### src/rtl/dmem_arbiter_pkg.sv
// rtl/dmem_arbiter_pkg.sv - shared types and defaults for the data-memory arbiter
// Purpose: response-source and FSM state encodings, plus the address/data
//          widths shared with the MEM stage and the RAM wrapper.
// Ports:   none (package).
package dmem_arbiter_pkg;

  localparam int DMEM_ADDR_W = 14;
  localparam int DMEM_DATA_W = 32;

  typedef enum logic [1:0] {
    SRC_NONE = 2'd0,
    SRC_CPU  = 2'd1,
    SRC_DBG  = 2'd2
  } src_e;

  typedef enum logic [1:0] {
    ST_NORMAL = 2'd0,
    ST_FORCE  = 2'd1,
    ST_LOCKED = 2'd2
  } state_e;

endpackage

### src/rtl/dmem_arbiter.sv
// rtl/dmem_arbiter.sv - single-port data RAM arbiter between CPU MEM stage and debug port
// Purpose: grants at most one RAM access per cycle. The CPU has priority, a
//          starvation counter forces a debug grant after STARVE_MAX denied
//          cycles, and dbg_lock gives the debug port exclusive ownership.
// Ports:
//   clk, rst                  clock, asynchronous active-high reset
//   cpu_req/we/addr/wdata     CPU MEM-stage request
//   cpu_stall                 CPU request not issued this cycle
//   cpu_rvalid/rdata          CPU load response (one cycle after grant)
//   dbg_valid/lock/we/addr/wdata  debug request (held until dbg_ready)
//   dbg_ready                 debug request accepted this cycle
//   dbg_rvalid/rdata          debug read response
//   ram_en/we/addr/wdata      RAM command (combinational mux of the winner)
//   ram_rdata                 RAM read data, one-cycle latency
module dmem_arbiter
  import dmem_arbiter_pkg::*;
#(
  parameter int ADDR_W     = DMEM_ADDR_W,
  parameter int DATA_W     = DMEM_DATA_W,
  parameter int STARVE_MAX = 4
) (
  input  logic              clk,
  input  logic              rst,
  input  logic              cpu_req,
  input  logic              cpu_we,
  input  logic [ADDR_W-1:0] cpu_addr,
  input  logic [DATA_W-1:0] cpu_wdata,
  output logic              cpu_stall,
  output logic              cpu_rvalid,
  output logic [DATA_W-1:0] cpu_rdata,
  input  logic              dbg_valid,
  input  logic              dbg_lock,
  input  logic              dbg_we,
  input  logic [ADDR_W-1:0] dbg_addr,
  input  logic [DATA_W-1:0] dbg_wdata,
  output logic              dbg_ready,
  output logic              dbg_rvalid,
  output logic [DATA_W-1:0] dbg_rdata,
  output logic              ram_en,
  output logic              ram_we,
  output logic [ADDR_W-1:0] ram_addr,
  output logic [DATA_W-1:0] ram_wdata,
  input  logic [DATA_W-1:0] ram_rdata
);

  localparam logic [3:0] STARVE_MAX_C = 4'(STARVE_MAX);
  localparam logic [3:0] STARVE_LIM_C = 4'(STARVE_MAX - 1);

  state_e     state_q, state_d;
  logic [3:0] starve_q, starve_d;
  src_e       resp_q, resp_d;
  src_e       grant;

  always_ff @(posedge clk or posedge rst) begin
    if (rst) begin
      state_q  <= ST_NORMAL;
      starve_q <= '0;
      resp_q   <= SRC_NONE;
    end else begin
      state_q  <= state_d;
      starve_q <= starve_d;
      resp_q   <= resp_d;
    end
  end

  // Grant selection and next state. Grants are suppressed while rst is high
  // so the RAM sees no command during reset.
  always_comb begin
    grant   = SRC_NONE;
    state_d = state_q;
    if (!rst) begin
      if (state_q == ST_FORCE) begin
        if (dbg_valid) begin
          grant   = SRC_DBG;
          state_d = dbg_lock ? ST_LOCKED : ST_NORMAL;
        end else begin
          // Debug withdrew: do not hold the CPU hostage for a vanished request.
          if (cpu_req) grant = SRC_CPU;
          state_d = ST_NORMAL;
        end
      end else if (state_q == ST_LOCKED && dbg_lock) begin
        if (dbg_valid) grant = SRC_DBG;
      end else begin
        // NORMAL, or the cycle dbg_lock drops (already arbitrated as NORMAL).
        state_d = ST_NORMAL;
        if (cpu_req)        grant = SRC_CPU;
        else if (dbg_valid) grant = SRC_DBG;
        if (grant == SRC_DBG && dbg_lock)
          state_d = ST_LOCKED;
        else if (cpu_req && dbg_valid && starve_q >= STARVE_LIM_C)
          state_d = ST_FORCE;
      end
    end
  end

  always_comb begin
    starve_d = starve_q;
    if (!dbg_valid || grant == SRC_DBG)
      starve_d = '0;
    else if (starve_q < STARVE_MAX_C)
      starve_d = starve_q + 4'd1;
  end

  always_comb begin
    ram_en    = 1'b0;
    ram_we    = 1'b0;
    ram_addr  = '0;
    ram_wdata = '0;
    case (grant)
      SRC_CPU: begin
        ram_en    = 1'b1;
        ram_we    = cpu_we;
        ram_addr  = cpu_addr;
        ram_wdata = cpu_wdata;
      end
      SRC_DBG: begin
        ram_en    = 1'b1;
        ram_we    = dbg_we;
        ram_addr  = dbg_addr;
        ram_wdata = dbg_wdata;
      end
      default: ;
    endcase
  end

  // Remember who issued a read so the returning data is steered to them.
  always_comb begin
    resp_d = SRC_NONE;
    if (ram_en && !ram_we) resp_d = grant;
  end

  assign cpu_stall  = cpu_req && (grant != SRC_CPU) && !rst;
  assign dbg_ready  = (grant == SRC_DBG);
  assign cpu_rvalid = (resp_q == SRC_CPU);
  assign dbg_rvalid = (resp_q == SRC_DBG);
  assign cpu_rdata  = ram_rdata;
  assign dbg_rdata  = ram_rdata;

endmodule

### config.mk
export PLATFORM = sky130hd
export DESIGN_NAME = dmem_arbiter
export DESIGN_NICKNAME = d
export VERILOG_FILES = /design/src/rtl/dmem_arbiter_pkg.sv /design/src/rtl/dmem_arbiter.sv
export SDC_FILE = /design/constraint.sdc
export NUM_CORES = 1
export LEC_CHECK = 0
export ABC_AREA = 1
export BUFFER_PORTS_ARGS = -buffer_cell sky130_fd_sc_hd__buf_2
export CAP_MARGIN = 10
export CORE_AREA = 2 2 96 98
export CTS_CLUSTER_DIAMETER = 150
export DETAILED_ROUTE_END_ITERATION = 8
export DIE_AREA = 0 0 98 100
export MAX_ROUTING_LAYER = met4
export PLACE_DENSITY = 0.55
export RECOVER_POWER = 100
export SLEW_MARGIN = 20
export SYNTH_ARGS = -nofsm -noshare
export SYNTH_HDL_FRONTEND = slang
export SYNTH_SLANG_ARGS = --single-unit
### constraint.sdc
create_clock -name clk -period 5.55 [get_ports clk]
set_clock_uncertainty 0.2 [all_clocks]
set_input_delay 0.8325 -clock clk [delete_from_list [all_inputs] [get_ports clk]]
set_output_delay 0.8325 -clock clk [all_outputs]
set_load 0.01 [all_outputs]
# Word-level counts from Yosys, hierarchy flattened
# Cells that the tools add are included.
# word_totals
output_inout_bits,116
romBits,0
elab_cells,53
register_bits,8
mem_count,0
in_bits,131
latchBits,0
mem_bits_rw,0
# op_classes
add_sub_neg,1
eq_ne,9
order_cmp,2
shift,0
n_bitwise,1
n_reduce_logical,14
div,0
muxes,23
multipliers,0
# ops
cell,n
$pmux 32 s2,1
$mux 2,15
$pmux 14 s2,1
$eq 2x2->1 const B,4
$mux 4,2
$logic_and 1x1->1,7
$eq 2x1->1 const B,3
$add 4x1->4 const B,1
$ge 4x2->1 const B,1
$lt 4x3->1 const B,1
$logic_not 1->1,3
$mux 1,3
$ne 2x1->1 const B,1
$ne 2x2->1 const B,1
$pmux 1 s2,1
$reduce_and 2->1,1
$reduce_bool 2->1,1
$reduce_or 2->1,1
$logic_or 1x1->1,1
$not 1->1,1

# Longest topological paths before layout
# Gate-level depths: netlist of the first run.
# logic_depth
depth_word,13
mapped_depth,10
ltp_nobuf,9

# Worst setup path after synthesis of the first run
# OpenSTA, ideal clock, no wires.
# synth_timing
kind,input port to output port
from,input rst
to,output ram_addr[0]
setup_slack_ns,2.266
cell_stages,7
t_arrival_ns,2.252
path_buffers,2
t_required_ns,4.518
cell_sequence,inv_1 > nand2_1 > nand3b_1 > ha_1 > buf_2 > buf_2 > a21oi_1
# synth_via
elab_chain_len,3
elab_cells_between_ends,4
cone_classes,2 x eq/ne; 2 x mux
# synth_lines
element,line,rtl
start: declaration,dmem_arbiter.sv:23,"input logic rst,"
$mux 2 (*),dmem_arbiter.sv:71,if (!rst) begin
$eq 2x2->1 or $eq 2x1->1 (tied branches),dmem_arbiter.sv:109,case (grant)
$pmux 14 s2 (*),dmem_arbiter.sv:109,
end: declaration,dmem_arbiter.sv:41,"output logic [ADDR_W-1:0] ram_addr,"
# Mark *: on every way between the ends. The rest lies on a longest branch, timed or not.

# Worst setup path after layout of the first run
# layout_timing
from,input rst
to,output ram_wdata[27]
# layout_via
elab_chain_len,3
elab_cells_between_ends,4
cone_classes,2 x eq/ne; 2 x mux
# layout_lines
element,line,rtl
$mux 2 (*),dmem_arbiter.sv:71,
$eq 2x2->1 or $eq 2x1->1 (tied branches),dmem_arbiter.sv:109,
$pmux 32 s2 (*),dmem_arbiter.sv:109,
end: declaration,dmem_arbiter.sv:42,"output logic [DATA_W-1:0] ram_wdata,"
# Marked as above.

==> reports/summary.log, run 1 <==
qor: floorplanning.placeableCoreArea 0.00889 mm²
qor: floorplanning.die-width 98 µm
qor: critical_path.timing.reg2reg.setup_slack 3.16 ns
qor: power.logic_pwr_share 46.3%
qor: drt.drcViolationCount 0
qor: global_route.pin_count_of_the_biggest_net_entering_global_routing 28
qor: clocking.h-tree-depth 1
qor: run.max_cap_violations 0
qor: power.power_density 127 mW/mm²
qor: floorplanning.die_area 0.00980 mm²
qor: synthesis.yosys_warnings 0
qor: critical_path.timing.critical_path.fanout_max 27
qor: critical_path.max_stage_delay 0.92 ns
qor: timing.final.setup.tns 0 ns
qor: clocking.tritoncts.num_buffers 3
qor: layout.layout-drive-gt1-share 30.0%
qor: synthesis.yosysUniqueCellTypes 14
qor: clocking.cts_root_buffer sky130_fd_sc_hd__clkbuf_8
qor: timing.worst_slew_pin_slew 0.960 ns
qor: outcome.run_status complete, no violations
qor: power.intPower 0.156 mW
qor: synthesis.syn_inst 283
qor: power.sw_frac_of_total 36.5%
qor: clocking.cts-root-to-sink-buffers 2
qor: placement.place.gp.congestion 0.765
qor: clocking.cts_post_setup_buffers_inserted 0
qor: timing.rsz_0062_raised_after_global_routing false
qor: timing.fmax 216 MHz
qor: floorplanning.floorplan.io_pins 247
qor: drt.first_iter_violations 26
qor: timing.finalCriticalPeriod 4.63 ns
qor: synthesis.netlist.area_leader.share 31.4%
qor: timing.final.period_utilization 83.4%
qor: critical_path.worstPathRequired 4.52 ns
qor: placement.port_buffers 150
qor: global_route.initial_antenna_violation_count 0
qor: synthesis.netlist_area 0.00163 mm²
qor: clocking.clock_sinks 8
qor: drt.number_of_antenna_violating_nets_in_the_routed_design 0
qor: hold_path.worst_hold_path_type reg -> reg
qor: timing.slew_headroom 36.0%
qor: placement.post-place-ws 1.29 ns
qor: global_route.gr-total-overflow 0
qor: critical_path.crit_chain buf_2 > inv_1 > nand2_1 > nand3b_1 > ha_1 > clkbuf_1 > a21oi_1 > clkbuf_1
qor: synthesis.postSynthNetCount 418
qor: floorplanning.rows 35
qor: power.power.sequential.fraction 26.4%
qor: floorplanning.initial_utilization 18.3%
qor: synthesis.synth_top_cells_by_area sky130_fd_sc_hd__buf_4 31%, sky130_fd_sc_hd__nand2_1 25%, sky130_fd_sc_hd__a21oi_1 15%
qor: power.power.clock.fraction 27.3%
qor: global_route.first_pass_grt_wire_length 7960 µm
qor: power.net-switching-power 0.0897 mW
qor: global_route.globalRouteTotalUtil 10.1%
qor: timing.final-max-slew-violation-count 0
qor: drt.vias 1906
qor: clocking.hold_buffers 0
qor: layout.antenna_cells 0
qor: drt.vias_per_cell 4.05
qor: power.ir_drop 0.0586 mV
qor: global_route.grt_pass1_vias 1701
qor: synthesis.postSynthRegisterBits 8
qor: layout.area_delta_synth_final 19.3%
qor: timing.setup_violating_endpoint_count_in_the_final_report 0
qor: drt.drt_first_pass_iters 4
qor: critical_path.crit_path_top_delay_cell sky130_fd_sc_hd__ha_1
qor: clocking.clkTransAtPathRegs 0.04 ns
qor: power.static-leakage-power 0.909 nW
qor: synthesis.synth_sequential_area_ratio 12.3%
qor: critical_path.timing.critical_path.max_delay_family buffers and inverters
qor: floorplanning.die_height 100 µm
qor: critical_path.path_type_of_the_worst_setup_path in -> out
qor: critical_path.startpoint_type input port
qor: drt.postRouteWirelength 5400 µm
qor: critical_path.timing.critical_path.arrival 3.59 ns
qor: clocking.clock_insertion_delay_worst_skew 0.22 ns
qor: timing.postLayoutSetupSlackWorst 0.923 ns
qor: clocking.cts_repair_resize_count 0
qor: synthesis.post_synth.cell_area_avg 5.74 µm²
qor: layout.final_nets 497
qor: placement.post-dp-hpwl 4400 µm
qor: drt.wl_per_cell 11.5 µm
qor: critical_path.worst-path-buf-inv 4
qor: synthesis.post-synth-top-area-cell sky130_fd_sc_hd__buf_4
qor: critical_path.critical_path.most_common_cell sky130_fd_sc_hd__clkbuf_1
qor: clocking.tritoncts done
qor: timing.timing_hold_violations_final 0
qor: critical_path.endpoint_kind output port
[cell type report]
type | count | area (µm²)
clock buffer | 3 | 41.3
fill | 1062 | 6950
timing repair buffer | 153 | 711
tap | 111 | 139
sequential | 8 | 200
inverter | 15 | 56.3
multi-input combinational | 181 | 792
[final timing paths]
kind / start / endpoint / depth (start not counted)
setup / recovery: rst / ram_wdata[27] / 8
hold / removal: state_q[1]$_DFFE_PP0P_ / state_q[1]$_DFFE_PP0P_ / 2
setup reg to reg: state_q[0]$_DFFE_PP0P_ / resp_q[0]$_DFF_PP0_ / 9
hold reg to reg: state_q[1]$_DFFE_PP0P_ / state_q[1]$_DFFE_PP0P_ / 2
max in group asynchronous: rst / resp_q[0]$_DFF_PP0_ / 2
min in group asynchronous: rst / state_q[1]$_DFFE_PP0P_ / 2
[through the flow]
step	power [mW]	util, %	hold WS, ns	instances	instance area, µm²
floorplan	0.174	-	0.275	283	1630
global placement	0.183	22.1	0.306	468	1970
detailed placement	0.185	22.1	0.316	468	1970
CTS	0.254	22.6	0.326	471	2010
global route	0.268	21.8	0.377	471	1940
finish	0.246	21.8	0.319	471	1940
[metal layers]
metal  global-route usage (%)  up-vias  part of all wire [%]
met5                        -        -                     0
met4                     5.45        0                   4.5
met3                     2.30       34                    11
met2                     17.1      111                    46
met1                     11.2      791                    38
li1                         -      970                     -
[cells in the final DEF (no fill, tap or decap)]
cell type,instances
sky130_fd_sc_hd__a21oi_1,50
sky130_fd_sc_hd__buf_2,103
sky130_fd_sc_hd__buf_4,2
sky130_fd_sc_hd__clkbuf_1,48
sky130_fd_sc_hd__clkbuf_8,3
sky130_fd_sc_hd__dfrtp_1,8
sky130_fd_sc_hd__ha_1,4
sky130_fd_sc_hd__inv_1,15
sky130_fd_sc_hd__nand2_1,108
sky130_fd_sc_hd__nand3_1,4
sky130_fd_sc_hd__nand3b_1,1
sky130_fd_sc_hd__nor2_1,11
sky130_fd_sc_hd__nor3b_1,1
sky130_fd_sc_hd__o21ai_0,2
[power groups by stage]
stage	registers, mW	clock network, mW	logic [mW]
finish	0.0648	0.0672	0.114
global placement	0.0653	0	0.118
detailed placement	0.0655	0	0.119
CTS	0.0649	0.0696	0.120
floorplan	0.0648	0	0.109
global route	0.0655	0.0732	0.130
[state kept, by name, summed over array words and instances (netlist names)]
register and cells:
state_q 2, resp_q 2, starve_q 4
[worst register-to-register path, delay by kind of cell, from the launching register on]
family | cells | cell delay [ns]
and+or+nand+nor | 5 | 0.56
adders and majority gates | 1 | 0.87
DFF | 1 | 0.38
buffers and inverters | 3 | 0.26
[cells in the mapped netlist, drive strengths merged]
library cell and instances:
dfrtp 8, nand2 108, a21oi 50, nor3b 1, o21ai 2, nor2 11, inv 15, clkbuf 1
buf 78, nand3 4, ha 4, nand3b 1
[kinds of logic after synthesis]
family | share of synthesized area (%)
adder cells (fa/ha/maj) | 3.08
buffers and inverters | 39.0
flip-flops | 12.3
AO/OA/AOI/OAI | 16.0
AND/OR/NAND/NOR | 29.6
Note: power is estimated with default switching activity, not from simulation.
==> run 2, diff against run 1 <==
- PLACE_DENSITY: 0.55 -> 0.57
- clock period: 5.55 -> 3.8 ns (I/O delays scaled with it)
==> reports/summary.log, run 2 (synthesis gave the netlist of run 1 again) <==
qor: floorplanning.placeableCoreArea 0.00889 mm²
qor: critical_path.timing.critical_path.fanout_max 22
qor: timing.timing.hold.ws 0.0590 ns
qor: timing.final.setup.tns 0 ns
qor: floorplanning.die_area 0.00980 mm²
qor: critical_path.crit-reg2reg-launch state_q[1]$_DFFE_PP0P_
qor: timing.setup_violating_endpoint_count_in_the_final_report 0
qor: global_route.gr-total-overflow 0
qor: hold_path.worst_hold_path_type in -> async
qor: clocking.h-tree-depth 1
qor: global_route.grt_pass1_vias 1714
qor: clocking.cts-root-to-sink-buffers 2
qor: critical_path.timing.reg2reg.setup_slack 1.74 ns
qor: power.power_density 185 mW/mm²
qor: clocking.clock_insertion_delay_worst_skew 0.23 ns
qor: placement.post-dp-hpwl 4390 µm
qor: layout.top_library_cells_by_usage_in_the_layout_fill_and_taps_aside 108 x sky130_fd_sc_hd__nand2_1, 106 x sky130_fd_sc_hd__buf_2, 50 x sky130_fd_sc_hd__a21oi_1, 45 x sky130_fd_sc_hd__clkbuf_1, 15 x sky130_fd_sc_hd__inv_1
qor: clocking.cts_root_buffer sky130_fd_sc_hd__clkbuf_8
qor: clocking.clkTransAtPathRegs 0.04 ns
qor: drt.first_iter_violations 58
qor: critical_path.timing.critical_path.arrival 2.53 ns
qor: global_route.globalRouteTotalUtil 9.83%
qor: floorplanning.floorplan.io_pins 247
qor: clocking.hold_buffers 0
qor: timing.final-max-slew-violation-count 0
qor: layout.reg_with_most_ffs starve_q
qor: layout.layout_commonest_cell sky130_fd_sc_hd__nand2_1
qor: layout.layout-drive-gt1-share 31.6%
qor: critical_path.endpoint_kind output port
qor: placement.placed_area 0.00201 mm²
qor: critical_path.path_type_of_the_worst_setup_path in -> out
qor: placement.place.gp.congestion 0.784
qor: global_route.first_pass_grt_wire_length 7690 µm
qor: critical_path.timing.rr.end resp_q[1]$_DFF_PP0_
qor: floorplanning.rows 35
qor: timing.fmax 303 MHz
qor: timing.worst_slew_pin_slew 0.541 ns
qor: critical_path.timing.reg2reg.worst_path_depth 8
qor: drt.postRouteWirelength 5300 µm
qor: clocking.tritoncts done
qor: critical_path.startpoint_type input port
qor: power.static-leakage-power 0.943 nW
qor: critical_path.worstPathRequired 3.03 ns
qor: drt.drt_first_pass_iters 4
qor: timing.timing_hold_violations_final 0
qor: layout.antenna_cells 0
qor: timing.finalCriticalPeriod 3.30 ns
qor: layout.top_regs starve_q x4, resp_q x2, state_q x2
qor: layout.final_nets 501
qor: drt.number_of_antenna_violating_nets_in_the_routed_design 0
qor: drt.drcViolationCount 0
qor: layout.largest_register_ff_count 4
qor: timing.rsz_0062_raised_after_global_routing false
qor: drt.top_layer met4
qor: clocking.cts_post_setup_buffers_inserted 0
qor: floorplanning.die_height 100 µm
qor: placement.port_buffers 150
qor: drt.wl_per_cell 11.2 µm
qor: layout.final_cell_utilization_of_the_core 22.3%
qor: power.ir_drop 0.0947 mV
qor: clocking.clock_sinks 8
qor: drt.met3_length 565 µm
qor: run.max_cap_violations 0
qor: drt.vias_per_cell 4.06
qor: timing.slew_headroom 63.9%
qor: clocking.cts_repair_resize_count 0
qor: layout.finish.instance_area 0.00198 mm²
qor: clocking.tritoncts.num_buffers 3
qor: drt.wl_met1 1860 µm
qor: floorplanning.initial_utilization 18.3%
qor: outcome.run_status complete, no violations
qor: drt.vias 1930
qor: global_route.initial_antenna_violation_count 0
qor: floorplanning.die-width 98 µm
qor: global_route.pin_count_of_the_biggest_net_entering_global_routing 23
qor: drt.met2_length 2630 µm
qor: layout.area_delta_synth_final 21.9%
qor: timing.final.period_utilization 86.9%
## run 2: changes by cell type in the layout (fill, tap and decap cells not counted), sizes merged
cell and change:
buf +5, clkbuf -1
## run 2: layer usage
| metal | vias up | track usage (%) |
|---|---|---|
| li1 | 982 | - |
| met4 | 0 | 5.02 |
| met1 | 798 | 9.86 |
| met5 | - | - |
| met2 | 117 | 17.7 |
| met3 | 33 | 2.51 |
## run 2: critical path, cell delays in order
cell	delay [ns]
sky130_fd_sc_hd__buf_2	0.10
sky130_fd_sc_hd__inv_1	0.18
sky130_fd_sc_hd__nand2_1	0.10
sky130_fd_sc_hd__nand3b_1	0.24
sky130_fd_sc_hd__inv_1	0.09
sky130_fd_sc_hd__ha_1	0.46
sky130_fd_sc_hd__buf_4	0.34
sky130_fd_sc_hd__nand2_1	0.09
sky130_fd_sc_hd__a21oi_1	0.16
sky130_fd_sc_hd__clkbuf_1	0.18
## run 2: how the worst max path moves through the flow
stage / startpoint / to / slack, ns / depth (start not counted)
floorplan: rst / ram_addr[0] / 1.04 / 7
CTS: rst / ram_addr[5] / 0.63 / 10
finish: rst / ram_addr[5] / 0.50 / 10
global route: rst / ram_addr[1] / 0.21 / 10
detailed placement: rst / ram_addr[5] / 0.64 / 10
global placement: rst / ram_addr[1] / 0.69 / 10
## run 2: power by group
part	leakage, nW	switching (mW)	internal [mW]
clock network	0.0216	0.0327	0.0686
logic	0.813	0.0976	0.0731
registers	0.109	0.00367	0.0909
total	0.943	0.134	0.233
## run 2: metrics by stage
step / power, mW / instances / setup slack (ns)
floorplan: 0.254 / 283 / 1.04
global placement: 0.273 / 472 / 0.687
detailed placement: 0.277 / 472 / 0.643
CTS: 0.381 / 475 / 0.635
global route: 0.400 / 475 / 0.212
finish: 0.367 / 475 / 0.498
## run 2: layout make-up
class / instances / area, µm²
fill: 1062 / 6910
multi-input combinational: 181 / 792
timing repair buffer: 157 / 752
sequential: 8 / 200
tap: 111 / 139
inverter: 15 / 56.3
clock buffer: 3 / 41.3
==> run 3, diff against run 2 <==
- PLACE_DENSITY: 0.57 -> 0.55
- clock period: 3.8 -> 3.93 ns (I/O delays scaled with it)
==> reports/summary.log, run 3 (synthesis gave the netlist of run 1 again) <==
qor: layout.top_regs starve_q x4, resp_q x2, state_q x2
qor: clocking.hold_buffers 0
qor: layout.nFillCells 1062
qor: placement.port_buffers 150
qor: global_route.pin_count_of_the_biggest_net_entering_global_routing 30
qor: floorplanning.die_area 0.00980 mm²
qor: global_route.grt_pass1_vias 1643
qor: layout.area_delta_synth_final 22.0%
qor: timing.worst_slew_pin_slew 0.480 ns
qor: layout.layout-drive-gt1-share 30.7%
qor: timing.postLayoutSetupSlackWorst 0.433 ns
qor: clocking.cts_repair_resize_count 0
qor: critical_path.timing.reg2reg.worst_path_depth 10
qor: timing.timing.hold.ws 0.157 ns
qor: power.power_density 180 mW/mm²
qor: global_route.first_pass_grt_wire_length 8040 µm
qor: layout.reg_with_most_ffs starve_q
qor: drt.drt_first_pass_iters 4
qor: layout.final_nets 499
qor: timing.fmax 286 MHz
qor: drt.postRouteWirelength 5420 µm
qor: floorplanning.placeableCoreArea 0.00889 mm²
qor: clocking.cts_root_buffer sky130_fd_sc_hd__clkbuf_8
qor: floorplanning.rows 35
qor: power.static-leakage-power 0.918 nW
qor: floorplanning.die-width 98 µm
qor: outcome.run_status complete, no violations
qor: clocking.tritoncts.num_buffers 3
qor: critical_path.path_type_of_the_worst_setup_path in -> out
qor: drt.wl_per_cell 11.5 µm
qor: layout.sequential_cell_area 200 µm²
qor: clocking.h-tree-depth 1
qor: layout.combined_area_of_the_multi_input_logic_cells 797 µm²
qor: drt.first_iter_violations 44
qor: critical_path.startpoint_type input port
qor: timing.final.setup.tns 0 ns
qor: floorplanning.die_height 100 µm
qor: timing.rsz_0062_raised_after_global_routing false
qor: floorplanning.floorplan.io_pins 247
qor: timing.slew_headroom 68.0%
qor: layout.top_library_cells_by_usage_in_the_layout_fill_and_taps_aside 108 x sky130_fd_sc_hd__nand2_1, 102 x sky130_fd_sc_hd__buf_2, 50 x sky130_fd_sc_hd__a21oi_1, 49 x sky130_fd_sc_hd__clkbuf_1, 15 x sky130_fd_sc_hd__inv_1
qor: timing.final-max-slew-violation-count 0
qor: critical_path.worstPathRequired 3.14 ns
qor: clocking.clock_insertion_delay_worst_skew 0.23 ns
qor: layout.layout_commonest_cell sky130_fd_sc_hd__nand2_1
qor: clocking.clkTransAtPathRegs 0.04 ns
qor: placement.place.gp.congestion 0.780
qor: power.report.power.total 0.358 mW
qor: drt.vias_per_cell 4.13
qor: clocking.cts_post_setup_buffers_inserted 0
qor: placement.post-dp-hpwl 4370 µm
qor: critical_path.timing.critical_path.fanout_max 23
qor: power.ir_drop 0.0727 mV
qor: clocking.clock_sinks 8
qor: drt.drcViolationCount 0
qor: placement.post-place-ws 0.521 ns
qor: timing.finalCriticalPeriod 3.50 ns
qor: layout.largest_register_ff_count 4
qor: critical_path.timing.critical_path.arrival 2.71 ns
qor: drt.number_of_antenna_violating_nets_in_the_routed_design 0
qor: timing.final.period_utilization 89.0%
qor: floorplanning.initial_utilization 18.3%
qor: clocking.tritoncts done
qor: global_route.initial_antenna_violation_count 0
qor: global_route.globalRouteTotalUtil 10.5%
qor: critical_path.endpoint_kind output port
qor: timing.setup_violating_endpoint_count_in_the_final_report 0
qor: layout.antenna_cells 0
qor: clocking.cts-root-to-sink-buffers 2
qor: drt.vias 1952
qor: global_route.gr-total-overflow 0
qor: hold_path.worst_hold_path_type in -> async
qor: timing.timing_hold_violations_final 0
qor: run.max_cap_violations 0
run 3: critical path, stage by stage:
cell and delay [ns]:
sky130_fd_sc_hd__buf_2 0.11, sky130_fd_sc_hd__inv_1 0.31, sky130_fd_sc_hd__nand2_1 0.11, sky130_fd_sc_hd__nand3b_1 0.25, sky130_fd_sc_hd__inv_1 0.09, sky130_fd_sc_hd__ha_2 0.49
sky130_fd_sc_hd__clkbuf_1 0.33, sky130_fd_sc_hd__nand2_1 0.09, sky130_fd_sc_hd__a21oi_1 0.17, sky130_fd_sc_hd__clkbuf_1 0.17
run 3: metrics by stage:
step	instance area, µm²	instances	util, %
global placement	2010	470	22.6
finish	1980	473	22.3
floorplan	1630	283	-
detailed placement	2010	470	22.6
CTS	2050	473	23.0
global route	1980	473	22.3
run 3: worst paths after layout:
kind / startpoint / endpoint / slack, ns
max in group asynchronous: rst / starve_q[0]$_DFFE_PP0P_ / 3.09
worst max-delay path: rst / ram_wdata[8] / 0.43
min in group clk: starve_q[2]$_DFFE_PP0P_ / starve_q[2]$_DFFE_PP0P_ / 0.32
worst min-delay path: rst / resp_q[0]$_DFF_PP0_ / 0.16
worst min register to register: starve_q[2]$_DFFE_PP0P_ / starve_q[2]$_DFFE_PP0P_ / 0.32
worst max register to register: state_q[0]$_DFFE_PP0P_ / resp_q[0]$_DFF_PP0_ / 1.86
run 3: layout make-up:
class,instances,share of cell area [%]
Clock buffer,3,2.08
Inverter,15,2.84
Tap cell,111,7.00
Sequential cell,8,10.1
Multi-Input combinational cell,181,40.2
Timing Repair Buffer,155,37.8
run 3: layer usage:
metal / global-route usage [%] / share of wire [%] / vias up
met5: - / 0 / -
met4: 6.20 / 4.8 / 0
met3: 1.81 / 10 / 37
met2: 17.0 / 46 / 128
met1: 12.2 / 39 / 812
li1: - / - / 975
run 3: where the power goes:
part           leakage (nW)  switching, mW  total [mW]  internal (mW)
clock                0.0216         0.0331      0.0995         0.0664
combinational         0.788         0.0952       0.167         0.0717
sequential            0.109        0.00351      0.0914         0.0879
